===== src/rtl/cntr8_pkg.sv =====
// Shared definitions for the 8-bit up/down counter: state codes and default width.
// The output stage imports this package too, so both sides decode the same encoding.
package cntr8_pkg;

   localparam int DEFAULT_WIDTH = 8;

   typedef enum logic [2:0] {
      IDLE = 3'b000,
      LOAD = 3'b001,
      INC  = 3'b010,
      INC2 = 3'b011,
      DEC  = 3'b100,
      DEC2 = 3'b101
   } state_t;

   // Codes 110 and 111 have no meaning; any state with both top bits set is illegal.
   function automatic logic is_legal(input state_t s);
      return (s[2:1] != 2'b11);
   endfunction

   function automatic logic is_up(input state_t s);
      return (s == INC) || (s == INC2);
   endfunction

   function automatic logic is_down(input state_t s);
      return (s == DEC) || (s == DEC2);
   endfunction

endpackage


===== src/rtl/cntr8_if.sv =====
// Command and status bundle between the counter controller and its user.
// The master drives commands; the slave (the controller) returns state, count and wrap.
interface cntr8_if
   import cntr8_pkg::*;
#(
   parameter int WIDTH = DEFAULT_WIDTH
);

   logic             clr;
   logic             load;
   logic             inc;
   logic [WIDTH-1:0] d_in;
   state_t           state;
   logic [WIDTH-1:0] cnt;
   logic             tc;

   modport master (
      output clr,
      output load,
      output inc,
      output d_in,
      input  state,
      input  cnt,
      input  tc
   );

   modport slave (
      input  clr,
      input  load,
      input  inc,
      input  d_in,
      output state,
      output cnt,
      output tc
   );

endinterface


===== src/rtl/cntr8_ns.sv =====
// Next-state table for the counter controller; purely combinational.
// Priority is illegal-state recovery, then clr, then load, then direction.
module cntr8_ns
   import cntr8_pkg::*;
(
   input  state_t state,
   input  logic   clr,
   input  logic   load,
   input  logic   inc,
   output state_t next_state
);

   // INC/INC2 and DEC/DEC2 alternate while the direction holds; any other entry lands on the first phase.
   always_comb begin
      next_state = IDLE;
      if (!is_legal(state)) begin
         next_state = IDLE;
      end else if (clr) begin
         next_state = IDLE;
      end else if (load) begin
         next_state = LOAD;
      end else if (inc) begin
         next_state = (state == INC) ? INC2 : INC;
      end else begin
         next_state = (state == DEC) ? DEC2 : DEC;
      end
   end

endmodule


===== src/rtl/cntr8_ctrl.sv =====
// Control side of the loadable up/down counter: state register, count register
// and a registered one-cycle wrap flag for chaining counters.
module cntr8_ctrl
   import cntr8_pkg::*;
#(
   parameter int WIDTH = DEFAULT_WIDTH
)
(
   input  logic     clk,
   input  logic     reset,
   cntr8_if.slave   bus
);

   state_t           state_r;
   state_t           cur_state;
   state_t           next_state;
   logic [WIDTH-1:0] cnt_r;
   logic [WIDTH-1:0] cnt_next;
   logic             tc_r;
   logic             tc_next;

   assign cur_state = state_r;

   cntr8_ns u_ns (
      .state      (cur_state),
      .clr        (bus.clr),
      .load       (bus.load),
      .inc        (bus.inc),
      .next_state (next_state)
   );

   always_ff @(posedge clk or posedge reset) begin
      if (reset) begin
         state_r <= IDLE;
      end else begin
         state_r <= next_state;
      end
   end

   // The count follows the state being entered, so a direction flip steps on the same edge.
   always_comb begin
      cnt_next = cnt_r;
      tc_next  = 1'b0;
      if (is_up(next_state)) begin
         cnt_next = cnt_r + WIDTH'(1);
         tc_next  = &cnt_r;
      end else if (is_down(next_state)) begin
         cnt_next = cnt_r - WIDTH'(1);
         tc_next  = ~|cnt_r;
      end else if (next_state == LOAD) begin
         cnt_next = bus.d_in;
      end else begin
         cnt_next = '0;
      end
   end

   always_ff @(posedge clk or posedge reset) begin
      if (reset) begin
         cnt_r <= '0;
         tc_r  <= 1'b0;
      end else begin
         cnt_r <= cnt_next;
         tc_r  <= tc_next;
      end
   end

   assign bus.state = cur_state;
   assign bus.cnt   = cnt_r;
   assign bus.tc    = tc_r;

endmodule


===== src/flat_wrapper.sv =====
// flat-port wrapper written by rule: the top's interface ports become plain ports
module cntr8_ctrl_flat import cntr8_pkg::*;
#(
   parameter int WIDTH = DEFAULT_WIDTH
)
  (clk, reset, bus_clr, bus_load, bus_inc, bus_d_in, bus_state, bus_cnt, bus_tc);
  cntr8_if #(.WIDTH(WIDTH)) bus_i ();
  input  logic clk;
  input  logic reset;
  input wire logic [$bits(bus_i.clr)-1:0] bus_clr;
  input wire logic [$bits(bus_i.load)-1:0] bus_load;
  input wire logic [$bits(bus_i.inc)-1:0] bus_inc;
  input wire logic [$bits(bus_i.d_in)-1:0] bus_d_in;
  output wire logic [$bits(bus_i.state)-1:0] bus_state;
  output wire logic [$bits(bus_i.cnt)-1:0] bus_cnt;
  output wire logic [$bits(bus_i.tc)-1:0] bus_tc;
  assign bus_i.clr = bus_clr;
  assign bus_i.load = bus_load;
  assign bus_i.inc = bus_inc;
  assign bus_i.d_in = bus_d_in;
  assign bus_state = bus_i.state;
  assign bus_cnt = bus_i.cnt;
  assign bus_tc = bus_i.tc;
  cntr8_ctrl #(.WIDTH(WIDTH)) u_core (.clk(clk), .reset(reset), .bus(bus_i));
endmodule

===== config.mk =====
export PLATFORM = sky130hd
export DESIGN_NAME = cntr8_ctrl_flat
export DESIGN_NICKNAME = d
export VERILOG_FILES = /design/src/rtl/cntr8_pkg.sv /design/src/rtl/cntr8_if.sv /design/src/rtl/cntr8_ns.sv /design/src/rtl/cntr8_ctrl.sv /design/src/flat_wrapper.sv
export SDC_FILE = /design/constraint.sdc
export NUM_CORES = 1
export LEC_CHECK = 0
export CAP_MARGIN = 20
export CORE_ASPECT_RATIO = 0.8
export CORE_UTILIZATION = 39
export DETAILED_ROUTE_END_ITERATION = 6
export GPL_ROUTABILITY_DRIVEN = 1
export PLACE_DENSITY = 0.72
export SLEW_MARGIN = 15
export SYNTH_ARGS = -nofsm -noshare
export SYNTH_HDL_FRONTEND = slang
export SYNTH_SLANG_ARGS = --single-unit

===== constraint.sdc =====
create_clock -name clk -period 1.8 [get_ports clk]
set_clock_uncertainty 0.15 [all_clocks]
set_input_delay 0.36 -clock clk [delete_from_list [all_inputs] [get_ports clk]]
set_output_delay 0.36 -clock clk [all_outputs]
set_load 0.05 [all_outputs]

==> flow_metrics.tcl, run 1 <==
set metrics [dict create \
    antenna_cells 0 \
    path_cells "buf_4, or3_1, or3_1, a211o_1, a31oi_1" \
    cp_data_required_time_ns 1.85 \
    reg2reg_from "u_core.bus.cnt[1]" \
    power.total_w 0.0008704 \
    multiInputGateArea_um2 469.2 \
    regArea_um2 307.8 \
    synth_cell_types 29 \
    cts.clk_slew.worst_paths_ns 0.07 \
    start_util_pct 41.26 \
    r2r_end "u_core.bus.cnt[7]" \
    status "finished, violations left" \
    slew_headroom_pct 69.91 \
    drive_gt1_share_pct 41.67 \
    path_common_cell "or3_1" \
    r2r_cells 5 \
    critPathLaunchType "flop" \
    routed_wirelength_mm 2.072 \
    netlist_area_um2 773.2 \
    vias 819 \
    grt_pass1_wl_mm 3.270 \
    cpPeakStageDelay_ns 0.41 \
    synth_top_cell_by_area "dfrtp_1" \
    first_iter_violations 28 \
    setup_slack_ns -0.07994 \
    peakVddDrop_mv 0.6755 \
    synth_seq_cells 12 \
    fin_nets 150 \
    grt_usage_pct 21.18 \
    num-fill-cells 130 \
    antenna_found_initial 0 \
    crit_path_top_delay_cell "dfrtp_2" \
    slew_violations 0 \
    io-pin-count 25 \
    layout_commonest_cell "buf_4" \
    mostFrequentLayoutCells "23 x buf_4, 11 x clkdlybuf4s50_1, 10 x buf_12, 9 x nor2_1, 8 x nand2_1" \
    core_um2 1874 \
    syn_inst 90 \
    place_ws_ns -0.3922 \
    cp_top_family "simple AND/OR/NAND/NOR gates" \
    critPathBufInv 1 \
    tightest_slew_ns 0.4509 \
    die_x_um 51.78 \
    cts_max_level 1 \
    rows 14 \
    hold_violations 0 \
    cts_root_buf "clkbuf_4" \
    yosysWarnings 0 \
    final_cells 156 \
    cts_tree "yes" \
    grt.overflow.total 0 \
    die_area_um2 2166 \
    period_share_pct 104.4 \
    hold_class "in2async" \
    syn_nets 106 \
    violations "negative setup slack" \
    fin_crit_ns 1.880 \
    die_h_um 41.83 \
    timing.reg2reg.setup_slack_ns -0.08 \
    powerDensity_nw_per_um2 647.7 \
    fmax_mhz 531.9 \
    crit_path_end_kind "flop" \
    dp_hpwl_mm 1.504 \
    vias_per_cell 5.250 \
    gp_congestion 0.8728 \
    firstDrtPassIters 5 \
    grt_pass1_vias 735 \
    rsz0062_at_grt "true" \
    avgSynthCellArea_um2 8.592 \
    clockBufferDepth 2 \
    place_inst 149 \
    cts.sink_count 12 \
    cts_made_buffers 3 \
    cp_data_arrival_time_ns 1.93 \
    clk_latency_ns 0.28 \
    io_buffers 24 \
    drv_cap 0 \
    synth_top_cell_area_share_pct 38.83 \
    cp_max_fo 3 \
    wire_per_inst_um 13.28 \
    synthTopCellsByArea "dfrtp_1 39%, ha_1 4.9%, xnor2_1 4.5%" \
    seq_area_frac_synth_pct 38.83 \
    finalSetupViolations 3 \
    area_delta_synth_final_pct 73.79 \
    post-route-drc-count 0 \
    p_leak_nw 0.5809 \
    critPathKind "reg2reg" \
    detail-route-antenna-nets 0 \
    grt_max_degree 13 \
]
synth_stat cells:
cell type        count
a211o_1              2
a21o_1               1
a21oi_1              5
a31oi_1              1
buf_4                1
clkbuf_1             4
clkdlybuf4s15_1      1
dfrtp_1             12
ha_1                 3
inv_1                6
mux2i_1              3
nand2_1              9
nand3_1              3
nand3b_1             1
nand4_1              2
nor2_1               9
nor3_1               1
nor3b_1              1
o21ai_0              4
o22ai_1              4
o32ai_1              1
or2_2                2
or3_1                5
or3b_2               1
or4_1                1
or4_4                1
or4b_1               1
xnor2_1              4
xor2_1               1
final cells by class:
cell class	count	area share [%]
multi-input combinational	66	34.92
timing repair buffer	45	36.59
sequential	12	22.90
clock buffer	3	1.676
tap	24	2.235
inverter	6	1.676
worst register-to-register path: cells and delay by family, from the launching register on:
| kind | cells | cell delay, ns |
|---|---|---|
| buffers and inverters | 1 | 0.14 |
| DFF | 1 | 0.41 |
| and+or+nand+nor | 2 | 0.70 |
| AOI/OAI and AO/OA | 2 | 0.39 |
worst max path at each step:
stage	end	depth (start not counted)	slack, ns	start
finish	u_core.bus.cnt[7]	5	-0.08	u_core.bus.cnt[1]
global route	u_core.bus.cnt[7]	4	-0.19	u_core.bus.cnt[4]
CTS	u_core.bus.cnt[7]	4	-0.1	u_core.bus.cnt[4]
detailed placement	u_core.bus.cnt[6]	5	-0.39	bus_inc
global placement	u_core.bus.cnt[6]	5	-0.32	bus_inc
floorplan	u_core.bus.cnt[7]	5	-0.23	u_core.bus.cnt[3]
report_power, final:
| part | total [W] | switching [W] | internal [W] |
|---|---|---|---|
| combinational | 0.000396 | 0.000192 | 0.000203 |
| sequential | 0.000310 | 0.0000186 | 0.000291 |
| clock | 0.000165 | 0.0000876 | 0.0000777 |
| total | 0.000870 | 0.000299 | 0.000572 |
what timing repair did:
action / in CTS / in global routing
resized for setup: 4 / 4
hold buffers: 0 / 0
pin swaps: 4 / 2
setup buffers: 3 / 1
setup endpoints to repair: 2 / 4
state kept, by name (all words and copies together) (netlist names):
signal / cells
u_core.bus.state: 3
u_core.bus.tc: 1
u_core.bus.cnt: 8
metal layers:
layer / GRT usage [%] / part of all wire (%)
met5: 0 / 0
met2: 36.10 / 50
met3: 5.495 / 7.8
met1: 26.11 / 40
met4: 5.946 / 1.5
kinds of logic (layout without fill, tap and decap cells):
| logic type | Yosys count | count (layout) | share of synthesized area (%) |
|---|---|---|---|
| compound gates | 18 | 18 | 14.24 |
| fa+ha+maj | 3 | 3 | 4.855 |
| xor+xnor | 5 | 5 | 5.663 |
| mux | 3 | 3 | 3.884 |
| buf+inv | 12 | 54 | 7.119 |
| flops | 12 | 12 | 38.84 |
| simple gates | 37 | 37 | 25.40 |
through the flow:
step	setup TNS, ns	hold slack [ns]	area (µm²)	util (%)
5_1_grt	-0.4493	0.3147	1344	71.70
3_3_place_gp	-1.212	0.4169	1259	67.16
3_5_place_dp	-1.440	0.4290	1259	67.16
6_report	-0.1896	0.2383	1344	71.70
2_1_floorplan	-0.4721	0.07429	812.0	-
4_1_cts	-0.2608	0.2668	1319	70.36
Note: power is estimated with default switching activity, not from simulation.
==> inputs of run 2 (changes only) <==
ABC_AREA = 1   (was not set)
PLACE_DENSITY = 0.68   (was 0.72)
clock period = 2.3 ns   (was 1.8 ns; I/O delays follow)
==> run 2 against run 1 <==
  * The flow now finishes without violations
  * Wire length up 3.0%
  * Via count up 8.9%
  * Register-to-register slack better by 0.90 ns
  * Sequential share of layout area up 3.5 points
  * Setup slack better by 0.15 ns
  * Sequential cell count unchanged
  * Die area up 5.9%
  * Sequential power down 19%
  * Total power down 26%
  * Count of clock-buffer cells in the layout up 1
  * Final cell count up 14%
  * Largest power group is now registers
  * Highest routed layer unchanged
==> flow_metrics.tcl, run 2 <==
set metrics [dict create \
    grt_pass1_wl_mm 3.677 \
    drive_gt1_share_pct 4.545 \
    crit_path_top_delay_cell "clkdlybuf4s50_1" \
    cts.clk_slew.worst_paths_ns 0.09 \
    wire_per_inst_um 11.99 \
    hold_buffers 0 \
    grt_pass1_vias 840 \
    first_iter_violations 21 \
    antenna_found_initial 0 \
    core_um2 1927 \
    rsz0062_at_grt "false" \
    detail-route-antenna-nets 0 \
    clk_latency_ns 0.28 \
    dp_hpwl_mm 1.584 \
    synth_commonest_cells "34 x nand2_1, 21 x nand3_1, 19 x nor2_1, 17 x inv_1, 12 x dfrtp_1" \
    die_h_um 43.03 \
    drv_cap 0 \
    syn_nets 141 \
    place_inst 174 \
    critPathLaunchType "flop" \
    slew_violations 0 \
    path_cells "clkdlybuf4s50_1" \
    cp_max_fo 8 \
    largest_reg_flops 8 \
    area_delta_synth_final_pct 38.57 \
    clockBufferDepth 2 \
    cpPeakStageDelay_ns 0.85 \
    rows 14 \
    synthArstFlopShare_pct 100.0 \
    status "complete, no violations" \
    cp_top_family "buffers and inverters" \
    cp_data_arrival_time_ns 1.62 \
    synth_top_cell_area_share_pct 36.59 \
    cp_data_required_time_ns 1.69 \
    antenna_cells 0 \
    finalSetupViolations 0 \
    seq_area_frac_synth_pct 36.59 \
    synth_edf_count 0 \
    cts_tree "yes" \
    regArea_um2 300.3 \
    crit_path_end_kind "primary output" \
    finalSetupTns_ns 0 \
    synthTopCellsByArea "dfrtp_1 37%, nand2_1 16%, nand3_1 13%" \
    io-pin-count 25 \
    multiInputGateArea_um2 452.9 \
    vias_per_cell 5.011 \
    die_x_um 53.29 \
    cts_root_buf "clkbuf_4" \
    syn_inst 125 \
    critPathBufInv 1 \
    intPower_w 0.0004034 \
    hold_violations 0 \
    synth_top_cell_by_area "dfrtp_1" \
    num-fill-cells 187 \
    avgSynthCellArea_um2 6.566 \
    cts_max_level 1 \
    power.share.combinational_pct 34.0 \
    vias 892 \
    peakVddDrop_mv 0.3612 \
    grt_usage_pct 22.80 \
    start_util_pct 42.60 \
    layout_commonest_cell "nand2_1" \
    cts_made_buffers 3 \
    critPathKind "reg2out" \
    tightest_slew_ns 0.5055 \
    die_area_um2 2293 \
    synth_cell_types 15 \
    grt.overflow.total 0 \
    switching_share_pct 37.42 \
    cts.sink_count 12 \
    gp_congestion 0.8374 \
    routed_wirelength_mm 2.135 \
    clkPwrFrac_pct 27.2 \
    firstDrtPassIters 4 \
    slew_headroom_pct 66.19 \
    yosysWarnings 0 \
    period_share_pct 97.15 \
    synth.most_common_cell "nand2_1" \
    p_leak_nw 0.5601 \
    p_switching_w 0.0002413 \
    post-route-drc-count 0 \
    netlist_area_um2 820.8 \
    mostFrequentLayoutCells "34 x nand2_1, 23 x clkdlybuf4s50_1, 21 x nand3_1, 19 x nor2_1, 17 x inv_1" \
    p_seq_share_pct 38.8 \
    fmax_mhz 447.5 \
    hold_class "in2async" \
    fin_nets 171 \
    cts_setup_buffers 0 \
    io_buffers 24 \
    synth_seq_cells 12 \
    final_cells 178 \
    fin_crit_ns 2.234 \
    grt_max_degree 13 \
    powerDensity_nw_per_um2 566.9 \
    synth-main-ff-cell "dfrtp_1" \
]
## run 2: layer usage
layer  track usage, %  part of all wire, %  vias up
met5                0                    0        -
met4            8.421                 0.84        0
met3            6.810                  6.1        2
met2            34.25                   45       26
met1            30.44                   48      400
li1                 -                    -      464
## run 2: cell families (layout without fill, tap and decap cells)
kind of cell	after synthesis	after routing	share of synthesized area, %
AND/OR/NAND/NOR	79	79	41.46
XOR/XNOR	2	2	2.135
AO/OA/AOI/OAI	11	11	7.012
adder cells (fa/ha/maj)	3	3	4.574
buffers and inverters	18	47	8.231
flip-flops	12	12	36.59
## run 2: stage by stage
step	hold WS, ns	utilization, %	setup slack (ns)	area, µm²	total power (W)
CTS	0.3588	58.90	0.06048	1135	0.0006532
floorplan	0.1747	-	0.5765	820.8	0.0003920
global route	0.4132	59.03	0.002632	1137	0.0006824
detailed placement	0.3825	57.01	0.3804	1099	0.0004714
finish	0.3456	59.03	0.06561	1137	0.0006447
global placement	0.3830	57.01	0.3927	1099	0.0004684
## run 2: worst paths after layout
| check | end | startpoint | cells past startpoint | slack, ns |
|---|---|---|---|---|
| setup reg to reg | u_core.bus.cnt[4] | u_core.bus.cnt[0] | 6 | 0.82 |
| max in group asynchronous | u_core.bus.cnt[7] | reset | 2 | 1.32 |
| min in group clk | u_core.bus.state[0] | u_core.bus.state[0] | 3 | 0.40 |
| hold / removal | u_core.bus.tc | reset | 2 | 0.35 |
| hold reg to reg | u_core.bus.state[0] | u_core.bus.state[0] | 3 | 0.40 |
| setup / recovery | bus_cnt[5] | u_core.bus.cnt[5] | 1 | 0.07 |
## run 2: cell type report
class,instances,share of cell area [%]
Clock buffer,4,3.190
Inverter,18,5.941
Multi-Input combinational cell,95,39.82
Sequential cell,12,26.40
Tap cell,24,2.640
Timing Repair Buffer,25,22.00
## run 2: repair_timing
| item | in CTS | in global routing |
|---|---|---|
| gates resized for setup | 0 | 1 |
| endpoints found under the setup margin | 0 | 1 |
| hold endpoints to repair | 0 | 0 |
## run 2: power groups by stage
stage | Clock, W | Combinational, W | Sequential (W)
2_1_floorplan | 0 | 0.0000868 | 0.000305
3_3_place_gp | 0 | 0.000215 | 0.000253
3_5_place_dp | 0 | 0.000217 | 0.000254
4_1_cts | 0.000185 | 0.000219 | 0.000250
5_1_grt | 0.000189 | 0.000239 | 0.000254
6_report | 0.000176 | 0.000219 | 0.000250
==> inputs of run 3 (changes only) <==
ABC_CLOCK_PERIOD_IN_PS = 2300   (was not set)
SLEW_MARGIN = not set   (was 15)
==> results of run 3 <==
No change in the layout: final DEF, timing and power equal those of run 2.
